$ cat config.mk
export PLATFORM = sky130hd
export DESIGN_NAME = pciexp_tx_sym_sched
export DESIGN_NICKNAME = d
export VERILOG_FILES = /design/src/rtl/pciexp_tx_sym_sched.sv
export SDC_FILE = /design/constraint.sdc
export NUM_CORES = 1
export LEC_CHECK = 0
export ABC_CLOCK_PERIOD_IN_PS = 1500
export BUFFER_PORTS_ARGS = -buffer_cell sky130_fd_sc_hd__buf_4
export CAP_MARGIN = 20
export CORE_ASPECT_RATIO = 1.75
export CORE_UTILIZATION = 45
export CTS_BUF_LIST = sky130_fd_sc_hd__clkbuf_4 sky130_fd_sc_hd__clkbuf_8
export DETAILED_ROUTE_END_ITERATION = 6
export PLACE_DENSITY_LB_ADDON = 0.3
export SYNTH_ARGS = -nofsm -noshare
export SYNTH_HDL_FRONTEND = slang
export SYNTH_SLANG_ARGS = --single-unit
$ cat constraint.sdc
create_clock -name PCLK250 -period 1.5 [get_ports PCLK250]
set_input_delay 0.225 -clock PCLK250 [delete_from_list [all_inputs] [get_ports PCLK250]]
set_output_delay 0.225 -clock PCLK250 [all_outputs]
set_load 0.005 [all_outputs]
$ cat src/rtl/pciexp_tx_sym_sched.sv
// pciexp_tx_sym_sched: per-lane TX symbol scheduler ahead of the 8b/10b encoder.
// Optional electrical-idle ordered sets: define PCIEXP_TXSCHED_EIOS_EN.
module pciexp_tx_sym_sched #(
  parameter int unsigned SKP_INTERVAL = 1180,
  parameter int unsigned CNT_W        = 11
) (
  input  logic       PCLK250,
  input  logic       Reset_N,
  input  logic       TxEnable_P2,
  input  logic       TxValid_P2,
  input  logic [7:0] TxData_P2,
  input  logic       TxKCode_P2,
  input  logic       TxEnd_P2,
`ifdef PCIEXP_TXSCHED_EIOS_EN
  input  logic       TxElecIdleReq_P2,
  output logic       TxElecIdle_P2,
`endif
  output logic       TxReady_P2,
  output logic [7:0] EncData_P2,
  output logic       EncKCode_P2,
  output logic       EncUseNegDisp_P2,
  output logic       EncReset_P2,
  output logic       SkpActive_P2
);

  typedef enum logic [3:0] {
    OFF,
    IDLE,
    PKT,
    SKP1,
    SKP2,
    SKP3
`ifdef PCIEXP_TXSCHED_EIOS_EN
    ,
    EIOS1,
    EIOS2,
    EIOS3,
    EI
`endif
  } state_t;

  localparam logic [7:0] D00   = 8'h00;
  localparam logic [7:0] K_COM = 8'hBC;
  localparam logic [7:0] K_SKP = 8'h1C;
`ifdef PCIEXP_TXSCHED_EIOS_EN
  localparam logic [7:0] K_IDL = 8'h7C;
`endif
  localparam logic [CNT_W-1:0] CNT_TOP =
    CNT_W'(SKP_INTERVAL - 1);
  localparam logic [CNT_W-1:0] CNT_PRE =
    CNT_W'(SKP_INTERVAL - 2);

  state_t           st, st_n;
  logic [CNT_W-1:0] cnt, cnt_n;
  logic             skp_pend, pend_n;
  logic [7:0]       data_n;
  logic             k_n, nd_n, er_n, sa_n;
  logic             com, cnt_en, acc;
`ifdef PCIEXP_TXSCHED_EIOS_EN
  logic             ei_pend, eip_n, eid_n;
  logic             ei_go;

  assign ei_go = TxElecIdleReq_P2 | ei_pend;
`endif

  assign acc = TxValid_P2 & TxReady_P2;

  always_comb begin
    TxReady_P2 = 1'b0;
    unique case (st)
      IDLE: begin
        TxReady_P2 = ~skp_pend;
`ifdef PCIEXP_TXSCHED_EIOS_EN
        TxReady_P2 = ~skp_pend & ~ei_go;
`endif
      end
      PKT:     TxReady_P2 = 1'b1;
      default: TxReady_P2 = 1'b0;
    endcase
  end

  always_comb begin
    st_n   = st;
    cnt_n  = cnt;
    pend_n = skp_pend;
    data_n = D00;
    k_n    = 1'b0;
    nd_n   = 1'b0;
    er_n   = 1'b0;
    sa_n   = 1'b0;
    com    = 1'b0;
    cnt_en = 1'b1;
`ifdef PCIEXP_TXSCHED_EIOS_EN
    eip_n  = ei_pend;
    eid_n  = 1'b0;
`endif
    unique case (st)
      OFF: begin
        er_n   = 1'b1;
        cnt_en = 1'b0;
        if (TxEnable_P2) begin
          st_n = IDLE;
          er_n = 1'b0;
          nd_n = 1'b1;
        end
      end
      IDLE: begin
`ifdef PCIEXP_TXSCHED_EIOS_EN
        if (ei_go) begin
          data_n = K_COM;
          k_n    = 1'b1;
          eip_n  = 1'b0;
          st_n   = EIOS1;
        end else
`endif
        if (skp_pend) begin
          data_n = K_COM;
          k_n    = 1'b1;
          sa_n   = 1'b1;
          com    = 1'b1;
          st_n   = SKP1;
        end else if (acc) begin
          data_n = TxData_P2;
          k_n    = TxKCode_P2;
          if (!TxEnd_P2) st_n = PKT;
        end
      end
      PKT: begin
        if (acc) begin
          data_n = TxData_P2;
          k_n    = TxKCode_P2;
          if (TxEnd_P2) st_n = IDLE;
        end
      end
      SKP1, SKP2, SKP3: begin
        data_n = K_SKP;
        k_n    = 1'b1;
        sa_n   = 1'b1;
        if (st == SKP1) st_n = SKP2;
        else if (st == SKP2) st_n = SKP3;
        else st_n = IDLE;
      end
`ifdef PCIEXP_TXSCHED_EIOS_EN
      EIOS1, EIOS2, EIOS3: begin
        data_n = K_IDL;
        k_n    = 1'b1;
        if (st == EIOS1) st_n = EIOS2;
        else if (st == EIOS2) st_n = EIOS3;
        else st_n = EI;
      end
      EI: begin
        // hold at least one cycle so TxElecIdle is seen
        cnt_en = 1'b0;
        cnt_n  = '0;
        pend_n = 1'b0;
        er_n   = 1'b1;
        eid_n  = 1'b1;
        if (!TxElecIdleReq_P2 && TxElecIdle_P2) begin
          st_n  = IDLE;
          er_n  = 1'b0;
          eid_n = 1'b0;
          nd_n  = 1'b1;
        end
      end
`endif
      default: st_n = OFF;
    endcase
`ifdef PCIEXP_TXSCHED_EIOS_EN
    if (TxElecIdleReq_P2 &&
        (st == PKT || st == SKP1 ||
         st == SKP2 || st == SKP3))
      eip_n = 1'b1;
`endif
    if (com) begin
      cnt_n  = '0;
      pend_n = 1'b0;
    end else if (cnt_en && cnt != CNT_TOP) begin
      cnt_n = cnt + CNT_W'(1);
      if (cnt == CNT_PRE) pend_n = 1'b1;
    end
    if (!TxEnable_P2) begin
      st_n   = OFF;
      data_n = D00;
      k_n    = 1'b0;
      nd_n   = 1'b0;
      er_n   = 1'b1;
      sa_n   = 1'b0;
      cnt_n  = '0;
      pend_n = 1'b0;
`ifdef PCIEXP_TXSCHED_EIOS_EN
      eip_n  = 1'b0;
      eid_n  = 1'b0;
`endif
    end
  end

  always_ff @(posedge PCLK250 or negedge Reset_N) begin
    if (!Reset_N) begin
      st               <= OFF;
      cnt              <= '0;
      skp_pend         <= 1'b0;
      EncData_P2       <= D00;
      EncKCode_P2      <= 1'b0;
      EncUseNegDisp_P2 <= 1'b0;
      EncReset_P2      <= 1'b1;
      SkpActive_P2     <= 1'b0;
`ifdef PCIEXP_TXSCHED_EIOS_EN
      ei_pend          <= 1'b0;
      TxElecIdle_P2    <= 1'b0;
`endif
    end else begin
      st               <= st_n;
      cnt              <= cnt_n;
      skp_pend         <= pend_n;
      EncData_P2       <= data_n;
      EncKCode_P2      <= k_n;
      EncUseNegDisp_P2 <= nd_n;
      EncReset_P2      <= er_n;
      SkpActive_P2     <= sa_n;
`ifdef PCIEXP_TXSCHED_EIOS_EN
      ei_pend          <= eip_n;
      TxElecIdle_P2    <= eid_n;
`endif
    end
  end

endmodule

==> out/results.ini <==
[synth]
ys_top_cells_by_area=dfrtp_1 (49%), nor2_1 (5.1%), a21oi_1 (4.9%)
synth-seq-cells=27
syn_area_mm2=0.00133
ys_warn_count=0
synth_seq_area_share=0.508
synth.distinct_cells=34
synth-main-ff-cell=dfrtp_1
syn_inst=134
synth_top_area_cell=dfrtp_1
avgSynthCellArea_um2=9.94
async_flop_share=1.00
synth_edf_count=0
synth_nets=150
yosysTopAreaCellShare=0.488

[critical_path]
r2r_start=st[1]
critPathCaptureType=flip-flop
critical_path_arrival_ns=1.73
cp.required_ns=1.67
r2r_setup_slack_ns=-0.06
critPathLaunchType=flip-flop
crit_fanout=6
critical_path_class=flip-flop to flip-flop
reg2reg_to=cnt[7]
rr_worst_depth=6

[run]
drv_cap=0

[place]
placed_cell_area_mm2=0.00163
gp_congestion=0.779
place_hpwl_um=2130
port_buffers=26

[min_path]
hold_start=TxData_P2[0]
hold_end=EncData_P2[0]
hold_path.class=primary input to flip-flop
whs_path_depth=2

[clock_tree]
cts_tree=done
h-tree-depth=1
cts.path.max_buffers=2
clk_root_buffer_cell=clkbuf_8
insertion_delay_ns=0.27
cts.sinks=27
clk_pin_slew_ns=0.09
numCtsBuffers=3

[power_and_ir_drop]
p_per_area_mw_per_mm2=773
power_mw=1.48
p_leak_nw=0.894
ir_drop_v=0.000769

[finish]
finalInstanceArea_mm2=0.00191
layout.nets=201
seq_area_um2=682
syn2layout_area_growth_pct=43.7
mostFrequentLayoutCells=buf_4 (45), dfrtp_1 (22), nor2_1 (18), nand2_1 (12), a21oi_1 (7)
layout_commonest_cell=buf_4
drive_above_1_share=0.467
fillerInstances=195
antenna_cells=0
multiInputGateArea_um2=718

[routing]
wl_um=3420
ant_nets=0
drtIter0Drc=48
dr_total_vias=1196
wl_per_cell_um=16.2
drtPass1Iterations=6
avgViaCountPerCell=5.67
post-route-drc-count=0

[timing]
finalSetupViolCount=5
setup_slack_ns=-0.0602
drv_slew=0
worst_pin_slew_ns=0.340
max_freq_mhz=641
fin_hold_ws_ns=0.159
clock_skew_ns=0.00790
hold_violations=0
min_period_over_period=1.04
min_period_ns=1.56
relSlewSlack=0.774
rsz0062_at_grt=yes

[run_status]
status=finished with violations
violations=negative setup slack

[die]
die_w_um=43.1
start_util=0.484
rows=25
ios=27
dieArea_mm2=0.00319
coreArea_mm2=0.00275
die_y_um=74.0

[global_route]
grt_pass1_vias=1135
grt_overflow_total=0
grt_max_degree=28
grt_pass1_wl_um=4980
antenna_found_initial=0
grt_usage=0.206

==> through the flow <==
| stage | TNS, ns | setup WS (ns) | util | std cells |
|---|---|---|---|---|
| after floorplan | -0.0260 | -0.0130 | - | 134 |
| after global placement | 0 | 0.0261 | 0.591 | 196 |
| after detailed placement | -0.0383 | -0.0382 | 0.591 | 196 |
| after CTS | -0.107 | -0.0421 | 0.645 | 209 |
| after global routing | -0.739 | -0.111 | 0.695 | 211 |
| final | -0.192 | -0.0602 | 0.695 | 211 |
==> registers in the layout (all words and copies together) (netlist names) <==
signal            count
skp_pend              1
EncData_P2            8
cnt                  11
SkpActive_P2          1
EncReset_P2           1
EncUseNegDisp_P2      1
EncKCode_P2           1
st                    3
==> metal layers <==
layer | GRT usage | up-vias | wire, um
li1 | - | 556 | -
met1 | 0.243 | 584 | 1230
met2 | 0.375 | 50 | 1990
met3 | 0.0243 | 6 | 124
met4 | 0.0808 | 0 | 70
met5 | 0 | - | 0
==> critical path: stages, from the launching register on <==
cell     delay (ns)
dfrtp_2        0.42
buf_6          0.13
or3_4          0.41
buf_12         0.15
nand4_1        0.11
xor2_1         0.17
nor2_1         0.06
==> what timing repair did <==
item	4_1_cts	5_1_grt
hold buffers	1	0
pin swaps	4	12
buffers inserted	8	2
resized for setup	6	29
setup endpoints to repair	4	18
gates cloned	0	0
hold endpoints to repair	26	0
==> worst max path at each step <==
| stage | from | end |
|---|---|---|
| floorplan | st[0] | cnt[0] |
| global placement | cnt[0] | cnt[10] |
| detailed placement | cnt[0] | cnt[10] |
| CTS | skp_pend | TxReady_P2 |
| global route | skp_pend | TxReady_P2 |
| finish | st[1] | cnt[7] |
==> synth_stat cells (2+ instances only) <==
cell,number
or3_1,3
xnor2_1,3
buf_6,2
mux2_4,2
a21oi_1,13
o21ai_0,5
nand2b_1,4
o21a_1,2
xor2_1,3
and2_1,3
nor3_1,3
buf_2,2
nand3_1,3
nand2_1,14
nand4_1,3
dfrtp_1,26
and3_1,4
inv_1,5
nor2_1,18
ha_1,2
==> where the power goes <==
group	switching (mW)	total [mW]	leakage, nW	internal, mW
Combinational	0.135	0.286	0.506	0.152
Clock	0.215	0.424	0.0262	0.208
Sequential	0.0171	0.769	0.362	0.752
==> final cells by class <==
cell class | instances | area share
sequential | 27 | 0.356
inverter | 5 | 0.00980
tap | 27 | 0.0176
multi-input combinational | 97 | 0.375
timing repair buffer | 51 | 0.216
clock buffer | 4 | 0.0255
==> logic make-up after synthesis <==
logic type,Yosys count,synth area share
flip-flops,27,0.508
multiplexers,2,0.0225
AND/OR/NAND/NOR,63,0.250
adder cells (fa/ha/maj),2,0.0188
buffers and inverters,10,0.0441
AO/OA/AOI/OAI,24,0.117
XOR/XNOR,6,0.0394
(Power assumes the default switching activity.)
